### src/rtl/c2sif_arb.sv
// Round-robin arbiter funnelling NREQ four-phase upstream requesters onto a single
// four-phase downstream driver bus, with a downstream ack timeout.
module c2sif_arb #(
    parameter int unsigned NREQ = 4,
    parameter int unsigned DW   = 32,
    parameter int unsigned IDW  = 8,
    parameter int unsigned FNW  = 4,
    parameter int unsigned TMO  = 1024
) (
    input  logic              clk,
    input  logic              rst,
    input  logic [NREQ-1:0]     m_req,
    input  logic [NREQ*IDW-1:0] m_id,
    input  logic [NREQ*FNW-1:0] m_fn,
    input  logic [NREQ*DW-1:0]  m_data,
    output logic [NREQ-1:0]     m_ack,
    output logic [NREQ-1:0]     m_err,
    output logic [DW-1:0]       m_rdata,
    output logic                s_req,
    output logic [IDW-1:0]      s_id,
    output logic [FNW-1:0]      s_fn,
    output logic [DW-1:0]       s_data,
    input  logic                s_ack,
    input  logic [DW-1:0]       s_rdata,
    output logic [NREQ-1:0]     grant,
    output logic                busy
);

    localparam int unsigned PW = (NREQ > 1) ? $clog2(NREQ) : 1;
    localparam int unsigned CW = $clog2(TMO);
    localparam logic [CW-1:0] CntLast = CW'(TMO - 1);

    typedef enum logic [1:0] {StIdle, StDreq, StDrel, StUack} state_e;

    state_e            state_q, state_d;
    logic [NREQ-1:0]   grant_q, grant_d;
    logic [PW-1:0]     gidx_q, gidx_d;
    logic [PW-1:0]     ptr_q, ptr_d;
    logic [CW-1:0]     cnt_q, cnt_d;
    logic              err_q, err_d;
    logic [DW-1:0]     rdata_q, rdata_d;
    logic [IDW-1:0]    sid_q, sid_d;
    logic [FNW-1:0]    sfn_q, sfn_d;
    logic [DW-1:0]     sdata_q, sdata_d;

    logic              win_found;
    logic [PW-1:0]     win_idx;
    logic [PW-1:0]     cand;

    // First requester at or after ptr, wrapping.
    always_comb begin
        win_found = 1'b0;
        win_idx   = '0;
        cand      = '0;
        for (int unsigned k = 0; k < NREQ; k++) begin
            cand = PW'((32'(ptr_q) + k) % NREQ);
            if (!win_found && m_req[cand]) begin
                win_found = 1'b1;
                win_idx   = cand;
            end
        end
    end

    always_comb begin
        state_d = state_q;
        grant_d = grant_q;
        gidx_d  = gidx_q;
        ptr_d   = ptr_q;
        cnt_d   = cnt_q;
        err_d   = err_q;
        rdata_d = rdata_q;
        sid_d   = sid_q;
        sfn_d   = sfn_q;
        sdata_d = sdata_q;
        unique case (state_q)
            StIdle: begin
                if (win_found) begin
                    grant_d = NREQ'(1) << win_idx;
                    gidx_d  = win_idx;
                    sid_d   = m_id[win_idx*IDW +: IDW];
                    sfn_d   = m_fn[win_idx*FNW +: FNW];
                    sdata_d = m_data[win_idx*DW +: DW];
                    cnt_d   = '0;
                    state_d = StDreq;
                end
            end
            StDreq: begin
                cnt_d = cnt_q + CW'(1);
                // Ack wins over a simultaneous timeout.
                if (s_ack) begin
                    rdata_d = s_rdata;
                    err_d   = 1'b0;
                    state_d = StDrel;
                end else if (cnt_q == CntLast) begin
                    rdata_d = '0;
                    err_d   = 1'b1;
                    state_d = StDrel;
                end
            end
            StDrel: begin
                if (!s_ack) begin
                    state_d = StUack;
                end
            end
            StUack: begin
                if (!m_req[gidx_q]) begin
                    ptr_d   = (gidx_q == PW'(NREQ - 1)) ? '0 : gidx_q + PW'(1);
                    grant_d = '0;
                    state_d = StIdle;
                end
            end
            default: state_d = StIdle;
        endcase
    end

    always_ff @(posedge clk or negedge rst) begin
        if (!rst) begin
            state_q <= StIdle;
            grant_q <= '0;
            gidx_q  <= '0;
            ptr_q   <= '0;
            cnt_q   <= '0;
            err_q   <= 1'b0;
            rdata_q <= '0;
            sid_q   <= '0;
            sfn_q   <= '0;
            sdata_q <= '0;
        end else begin
            state_q <= state_d;
            grant_q <= grant_d;
            gidx_q  <= gidx_d;
            ptr_q   <= ptr_d;
            cnt_q   <= cnt_d;
            err_q   <= err_d;
            rdata_q <= rdata_d;
            sid_q   <= sid_d;
            sfn_q   <= sfn_d;
            sdata_q <= sdata_d;
        end
    end

    assign s_req   = (state_q == StDreq);
    assign busy    = (state_q != StIdle);
    assign grant   = grant_q;
    assign m_ack   = (state_q == StUack) ? grant_q : '0;
    assign m_err   = m_ack & {NREQ{err_q}};
    assign m_rdata = rdata_q;
    assign s_id    = sid_q;
    assign s_fn    = sfn_q;
    assign s_data  = sdata_q;

endmodule

### config.mk
export PLATFORM = sky130hd
export DESIGN_NAME = c2sif_arb
export DESIGN_NICKNAME = d
export VERILOG_FILES = /design/src/rtl/c2sif_arb.sv
export SDC_FILE = /design/constraint.sdc
export NUM_CORES = 1
export LEC_CHECK = 0
export ABC_AREA = 1
export BUFFER_PORTS_ARGS = -buffer_cell sky130_fd_sc_hd__buf_4
export CORE_MARGIN = 3
export CORE_UTILIZATION = 47
export DETAILED_ROUTE_END_ITERATION = 7
export GPL_TIMING_DRIVEN = 0
export PLACE_DENSITY = 0.78
export REMOVE_ABC_BUFFERS = 1
export SETUP_SLACK_MARGIN = 0.05
export SLEW_MARGIN = 30
export SYNTH_ARGS = -nofsm -noshare
export SYNTH_HDL_FRONTEND = slang
export SYNTH_SLANG_ARGS = --single-unit
### constraint.sdc
create_clock -name clk -period 2.13 [get_ports clk]
set_clock_uncertainty 0.05 [all_clocks]
set_input_delay 0.1065 -clock clk [delete_from_list [all_inputs] [get_ports clk]]
set_output_delay 0.1065 -clock clk [all_outputs]
set_load 0.005 [all_outputs]
### Word level (Yosys, flattened, before mapping)

Cells that the tools add are included.

* word-level logic and storage cells: 87
* register bits: 97
* output and inout port bits: 90
* bits of input ports: 215

* $lt $le $gt $ge: 5
* add/subtract/negate cells: 5
* equal/unequal tests: 9
* shifts and indexed selects: 4
* reduce and logical (&&, ||, !) cells: 17
* bitwise gates (word level): 2
* mux-type cells: 35

Operators with widths (number)
* 128-bit by 8-bit indexed part select with 32-bit output: 1
* 32-bit 2-to-1 mux: 2
* 32-bit by 6-bit indexed part select with 8-bit output: 1
* 2-bit 2-to-1 mux: 10
* 10-bit case mux with 2 select lines: 1
* 16-bit by 5-bit indexed part select with 4-bit output: 1
* 2-bit by 3-bit less-than comparator with 1-bit output, second input constant: 5
* 4-bit 2-to-1 mux: 3
* 1-bit 2-to-1 mux: 11
* 10-bit by 1-bit adder with 10-bit output, second input constant: 1
* 1-bit binary-select mux with 2-bit select: 5
* 10-bit equality test, second input constant: 1
* 10-bit 2-to-1 mux: 1
* 2-bit case mux with 4 select lines: 1
* 4-bit case mux with 2 select lines: 1
* 2-bit AND reduction: 4
* 2-bit nonzero test: 4
* 2-bit equality test, second input constant: 3
* 2-bit != test, second input constant: 3
* 2-bit by 1-bit adder with 2-bit output, second input constant: 2
* 2-bit adder, second input constant: 2
* 4-bit bitwise AND: 1
* 4-bit AND reduction: 1
* 1-bit by 2-bit left shift with 4-bit output, first input constant: 1
* other kinds (7): 11

### Logic depth before layout (Yosys ltp)

Gate-level depths: netlist (run 1).

* word-level depth: 15
* gate-level depth with buffers: 17
* gate-level depth less buffers: 15

### Least setup slack after synthesis (run 1)

OpenSTA, ideal clock, no wires.

* path type: register to register
* from: register ptr_q[0]
* to: register sdata_q[0], in the netlist s_data[0]
* stages on the path, launching flop included: 16
* clock period less this slack: 1.888 ns
* arrival time: 1.721 ns
* slack: 0.242 ns
* path buffers: 3
* required time: 1.963 ns
* setup time: 0.117 ns
* path through: dfrtp_1 -> buf_4 -> nand2_1 -> nand2_1 -> nand2_1 -> nand2_1 -> nor2_4 -> nand3_4 -> buf_2 -> buf_2 -> nand4_1 -> nand2_1 -> nand2_1 -> nand2_1 -> nand2_1 -> nand2_1

* word-level cells in the longest chain between the ends: 13
* elaborated cells on any way between the ends: 27
* those cells by class: 3 x add/sub; 1 x shift; 16 x mux; 7 x reduce/logical

Ends and longest elaborated chain
* start: declaration: line 38 `logic [PW-1:0] ptr_q, ptr_d;`
* start signal: assignment: line 132 `ptr_q <= ptr_d;`
* branches (longest 13 deep; another with 2-bit by 1-bit adder with 2-bit output)
* end signal: assignment: line 138 `sdata_q <= sdata_d;`
* end: declaration: line 44 `logic [DW-1:0] sdata_q, sdata_d;`

Several ways; the timed one is not identified. The select of a mux whose other input is x is not followed.
A chain may end at the register's enable or synchronous reset.

### Final worst setup path (run 1)

* from: register ptr_q[0]
* to: register sdata_q[24], in the netlist s_data[24]

Same word-level chain as after synthesis.

==> flow_metrics.py, run 1 <==
metrics = {
    "cells_and_area": {
        "fillers": 763,
        "area_growth_pct": 74.6,
        "final_layout_size_suffix_gt1_frac": 0.395,
        "post-route-cell-area_sq_um": 10700,
        "final_common_cell": "nand2_1",
        "final_cell_mix": "nand2_1, buf_4, nand4_1, dfrtp_1, nand2_2",
        "post-route-util": 0.846,
        "diodes": 0,
        "num-nets-final": 1493,
    },
    "route": {
        "vias_per_cell": 6.13,
        "drcViolationCount": 0,
        "first_pass_iters": 7,
        "wl_per_cell_um": 23.9,
        "num_vias": 8876,
        "drt-total-wl_mm": 34.6,
        "drt_iter0_drc": 1118,
        "ant_nets": 0,
    },
    "worst_setup_path": {
        "cp-start-kind": "register",
        "timing.rr.end": "s_data[24]$_DFFE_PN0P_",
        "worstPathMaxFanout": 10,
        "arrival_ns": 2.76,
        "startpoint": "ptr_q[0]$_DFFE_PN0P_",
        "cp.required_ns": 2.32,
        "path_class": "reg2reg",
        "worstRegToRegCells": 15,
        "critPathCaptureType": "register",
        "reg2reg_from": "ptr_q[0]$_DFFE_PN0P_",
        "endpoint": "s_data[24]$_DFFE_PN0P_",
        "r2r_slack_ns": -0.44,
    },
    "die": {
        "die_w_um": 120,
        "die_y_um": 120,
        "initial_core_util": 0.484,
        "dieArea_sq_um": 14500,
        "num_rows": 41,
        "io-pin-count": 305,
        "core_area_sq_um": 12700,
    },
    "placement": {
        "dp_hpwl_mm": 15.8,
        "place_congestion": 0.874,
        "io_buffers": 304,
        "placed_area_sq_um": 8470,
        "dp_slack_ns": -1.43,
    },
    "synth": {
        "synth_xor_area_frac": 0.00428,
        "ys_async_sr_fraction": 1.00,
        "synth_edf_count": 0,
        "synthMuxAreaShare": 0,
        "ys_seq_area_frac": 0.396,
        "avgSynthCellArea_sq_um": 6.80,
        "synth-compound-area-share": 0.0728,
        "ys.flop_type": "dfrtp_1",
        "yosys_warnings": 0,
        "syn_area_sq_um": 6140,
        "synth-adder-area-share": 0.0122,
        "synth-simple-area-share": 0.438,
        "synth_cell_type_count": 29,
        "ys_ff_latch": 97,
        "synthCells": 903,
        "synth_top_family_by_area": "simple AND/OR/NAND/NOR gates",
    },
    "timing": {
        "hold_violations": 0,
        "fmax_ghz": 0.390,
        "setup_viol": 60,
        "slew_violations": 0,
        "rsz0062_at_grt": "true",
        "finalCritPeriodShare": 1.21,
        "slew_headroom": 0.448,
        "tightest_slew_ns": 0.828,
        "fin_ws_ns": -0.437,
        "period_minus_slack_ns": 2.57,
    },
    "cts": {
        "clock_latency_ns": 0.35,
        "cts_buffers": 9,
        "cts_root_buffer": "clkbuf_16",
        "cts.sinks": 97,
        "clkTransAtPathRegs_ns": 0.07,
        "cts_tree": "done",
        "clockBufferDepth": 2,
        "htreeDepth": 3,
    },
    "global_route": {
        "grt_max_degree": 98,
        "overflow": 0,
        "antenna_found_initial": 0,
        "grt_use_total": 0.432,
        "first_global_vias": 8574,
        "grt_pass1_wl_mm": 48.0,
    },
    "hold_path": {
        "hp-start": "m_data[10]",
        "hold_path.class": "in2reg",
    },
    "power_and_ir_drop": {
        "pwr_density_cell_nw_per_um2": 1950,
        "power.static_leakage_nw": 5.91,
        "vdd_drop_max_uv": 930,
    },
    "job": {
        "max-cap-violations": 0,
    },
    "status": {
        "violations": "setup timing",
        "status": "finished with violations",
    },
}
## final cells by class
| class | instances | area [sq um] | area share |
|---|---|---|---|
| Sequential cell | 97 | 2430 | 0.227 |
| Tap cell | 172 | 215 | 0.0201 |
| Inverter | 36 | 200 | 0.0187 |
| Timing Repair Buffer | 405 | 3630 | 0.339 |
| Clock buffer | 10 | 239 | 0.0223 |
| Multi-Input combinational cell | 719 | 3840 | 0.359 |
| Timing Repair inverter | 4 | 61.3 | 0.00572 |
| Clock inverter | 6 | 95.1 | 0.00887 |
## worst min path at each step
stage	to	slack (ns)	cells past startpoint
after detailed placement	s_data[0]$_DFFE_PN0P_	0.21	1
after CTS	s_data[30]$_DFFE_PN0P_	0.07	7
after global routing	s_id[3]$_DFFE_PN0P_	0.11	7
final	s_data[10]$_DFFE_PN0P_	0.08	7
after floorplan	cnt_q[0]$_DFFE_PN0P_	-0.24	0
after global placement	m_rdata[5]$_DFFE_PN0P_	0.28	2
## through the flow
stage          setup TNS [ns]  hold slack (ns)  power (mW)  std cells
2_1_floorplan          -86.19           -0.239        8.53        839
3_3_place_gp          -191.20            0.279        10.7       1315
3_5_place_dp           -74.16            0.212        12.5       1321
4_1_cts                 -6.91           0.0750        19.4       1443
5_1_grt                -20.69            0.112        21.8       1449
6_report               -17.27           0.0790        20.9       1449
## Yosys cell counts (3+ instances only)
cell type / number / area share
nand4_1: 95 / 0.097
nand3_1: 12 / 0.0098
buf_1: 5 / 0.0031
a21oi_1: 7 / 0.0057
o21ai_0: 12 / 0.0098
buf_4: 5 / 0.0061
buf_6: 8 / 0.015
clkbuf_1: 29 / 0.018
ha_1: 6 / 0.012
nor2_1: 13 / 0.0080
o31ai_1: 7 / 0.0086
buf_2: 17 / 0.014
inv_2: 4 / 0.0024
inv_1: 31 / 0.019
a22o_1: 32 / 0.046
nand2_1: 506 / 0.31
nor3_1: 3 / 0.0024
dfrtp_1: 97 / 0.40
## what timing repair did
action,CTS,global route
gates resized for setup,119,63
gates cloned,28,4
hold buffers,33,0
setup buffers,45,9
setup endpoints to repair,95,95
hold endpoints to repair,129,0
pin swaps,25,29
## power breakdown
group / internal [mW] / leakage [nW] / switching, mW / total, mW
sequential: 2.63 / 1.23 / 0.587 / 3.22
clock: 1.08 / 0.164 / 0.812 / 1.89
combinational: 6.43 / 4.51 / 9.34 / 15.8
total: 10.1 / 5.91 / 10.7 / 20.9
## worst max-delay path, stage by stage (launching register included)
cell,delay [ns]
dfrtp_2,0.44
buf_12,0.16
inv_12,0.07
nand2_2,0.09
nand3_2,0.14
nand2_4,0.09
nor2_4,0.20
buf_4,0.16
buf_4,0.16
nand3_4,0.23
nand4_1,0.24
nand2_1,0.14
nand2_1,0.10
nand2_1,0.07
nand2_1,0.06
nand2_1,0.06
## metal layers
layer,global-route usage,vias up,share of wire,wire length (um)
li1,-,3728,-,-
met1,0.523,4121,0.34,11800
met2,0.693,800,0.46,15800
met3,0.126,227,0.13,4360
met4,0.241,0,0.075,2600
met5,0,-,0,0
## cells by family after synthesis
logic type | Yosys count
simple gates | 636
compound gates | 61
buf+inv | 100
xor+xnor | 3
fa+ha+maj | 6
flops | 97
## sequential cells by signal, indices dropped and copies added, names as in the netlist
name / count
s_data: 32
ptr_q: 2
s_fn: 4
gidx_q: 2
s_id: 8
grant: 4
err_q: 1
m_rdata: 32
cnt_q: 10
state_q: 2
(Power assumes the default switching activity.)
==> run 2: changes to the inputs <==
--- a/constraint.sdc
+++ b/constraint.sdc
@@ -3,3 +3,3 @@
 set_input_delay 0.1065 -clock clk [delete_from_list [all_inputs] [get_ports clk]]
 set_output_delay 0.1065 -clock clk [all_outputs]
-set_load 0.005 [all_outputs]
+set_load 0.05 [all_outputs]
==> run 2 against run 1 <==
The flow still finishes with violations (setup timing). Clock-buffer cell count stayed put. Core utilization hardly changed. First-iteration DRC count is 5.5% higher. Cell area hardly changed. Clock power hardly changed.
==> flow_metrics.py, run 2 (synthesis gave the netlist of run 1 again) <==
metrics = {
    "global_route": {
        "grt_use_total": 0.432,
        "grt_max_degree": 98,
        "antenna_found_initial": 0,
        "first_global_vias": 8574,
        "grt_pass1_wl_mm": 48.0,
        "overflow": 0,
    },
    "placement": {
        "dp_slack_ns": -1.43,
        "placed_area_sq_um": 8470,
        "dp_hpwl_mm": 15.8,
        "io_buffers": 304,
        "place_congestion": 0.874,
    },
    "timing": {
        "tns_ns": -17.31,
        "slew_headroom": 0.457,
        "finalCritPeriodShare": 1.20,
        "fmax_ghz": 0.392,
        "rsz0062_at_grt": "true",
        "setup_viol": 60,
        "period_minus_slack_ns": 2.55,
        "tightest_slew_ns": 0.814,
        "fin_ws_ns": -0.421,
        "slew_violations": 0,
        "hold_violations": 0,
    },
    "die": {
        "initial_core_util": 0.484,
        "dieArea_sq_um": 14500,
        "num_rows": 41,
        "io-pin-count": 305,
        "core_area_sq_um": 12700,
        "die_y_um": 120,
        "die_w_um": 120,
    },
    "cts": {
        "htreeDepth": 3,
        "cts_root_buffer": "clkbuf_16",
        "cts_tree": "done",
        "clkTransAtPathRegs_ns": 0.07,
        "clockBufferDepth": 2,
        "clock_latency_ns": 0.36,
        "cts.sinks": 97,
        "cts_buffers": 9,
    },
    "worst_setup_path": {
        "cp.required_ns": 2.33,
        "reg2reg_from": "ptr_q[0]$_DFFE_PN0P_",
        "worstPathMaxFanout": 6,
        "path_class": "reg2reg",
        "cp-start-kind": "register",
        "startpoint": "ptr_q[0]$_DFFE_PN0P_",
        "arrival_ns": 2.75,
        "critPathCaptureType": "register",
    },
    "status": {
        "status": "finished with violations",
        "violations": "setup timing",
    },
    "cells_and_area": {
        "final_layout_size_suffix_gt1_frac": 0.396,
        "post-route-cell-area_sq_um": 10700,
        "num-nets-final": 1493,
        "final_common_cell": "nand2_1",
        "diodes": 0,
        "final_cell_mix": "nand2_1, buf_4, nand4_1, dfrtp_1, nand2_2",
        "area_growth_pct": 74.6,
    },
    "power_and_ir_drop": {
        "pwr_density_cell_nw_per_um2": 2180,
        "finalPower_mw": 23.3,
        "vdd_drop_max_uv": 947,
        "power.static_leakage_nw": 5.90,
    },
    "route": {
        "first_pass_iters": 5,
        "drt-total-wl_mm": 34.5,
        "vias_per_cell": 6.17,
        "ant_nets": 0,
        "num_vias": 8945,
        "wl_per_cell_um": 23.8,
        "drt_iter0_drc": 1180,
        "drcViolationCount": 0,
    },
    "hold_path": {
        "hold_path.class": "in2reg",
        "hp-start": "m_data[10]",
    },
    "job": {
        "max-cap-violations": 0,
    },
}
==> run 2: layer usage <==
metal	track usage	part of all wire	vias to the layer above
li1	-	-	3721
met1	0.523	0.34	4186
met2	0.693	0.46	806
met3	0.126	0.13	232
met4	0.241	0.072	0
met5	0	0	-
==> run 2: worst max-delay path, cell delays in order, from the launching register on <==
cell and delay [ns]:
dfrtp_2 0.45, buf_12 0.16, inv_12 0.07, nand2_2 0.09, nand3_2 0.14, nand2_4 0.09
nor2_4 0.21, buf_6 0.15, nand4_1 0.20, nand3_4 0.19, buf_16 0.20, buf_12 0.13
inv_12 0.04, nand2_1 0.08, nand2_1 0.06, nand2_1 0.06, nand2_1 0.06
==> run 2: area by class of cell <==
class	count	area (sq um)
Clock buffer	10	239
Clock inverter	6	95.1
Fill cell	761	1960
Inverter	36	200
Multi-Input combinational cell	719	3840
Sequential cell	97	2430
Tap cell	172	215
Timing Repair Buffer	405	3630
Timing Repair inverter	4	61.3
==> run 2: path summary, 6_finish.rpt <==
kind                                           to  slack [ns]  depth (start not counted)
setup / recovery           s_data[24]$_DFFE_PN0P_       -0.42                         16
min in group asynchronous   s_data[0]$_DFFE_PN0P_        0.35                          2
hold / removal             s_data[10]$_DFFE_PN0P_        0.07                          7
setup reg to reg           s_data[24]$_DFFE_PN0P_       -0.42                         16
hold reg to reg             s_data[7]$_DFFE_PN0P_        0.44                          2
max in group asynchronous    ptr_q[1]$_DFFE_PN0P_        1.07                          2
==> run 2: what timing repair did <==
item,in CTS,in global routing
pin swaps,25,29
hold endpoints to repair,129,0
gates resized for setup,119,63
buffers inserted,45,9
gates cloned,28,4
hold buffers,33,0
endpoints found under the setup margin,95,96
==> run 2: per-stage QoR <==
step                utilization  hold slack (ns)  std cells
floorplan                     -           -0.239        839
global placement          0.654            0.279       1315
detailed placement        0.669            0.212       1321
CTS                       0.827           0.0750       1443
global route              0.845            0.111       1449
finish                    0.845           0.0742       1449
==> run 2: where the power goes <==
part           internal [mW]  leakage (nW)  switching (mW)  total (mW)
clock                   1.08         0.164           0.813        1.89
sequential              2.63          1.23           0.588        3.22
combinational           6.50          4.51            11.7        18.2
total                   10.2          5.90            13.1        23.3
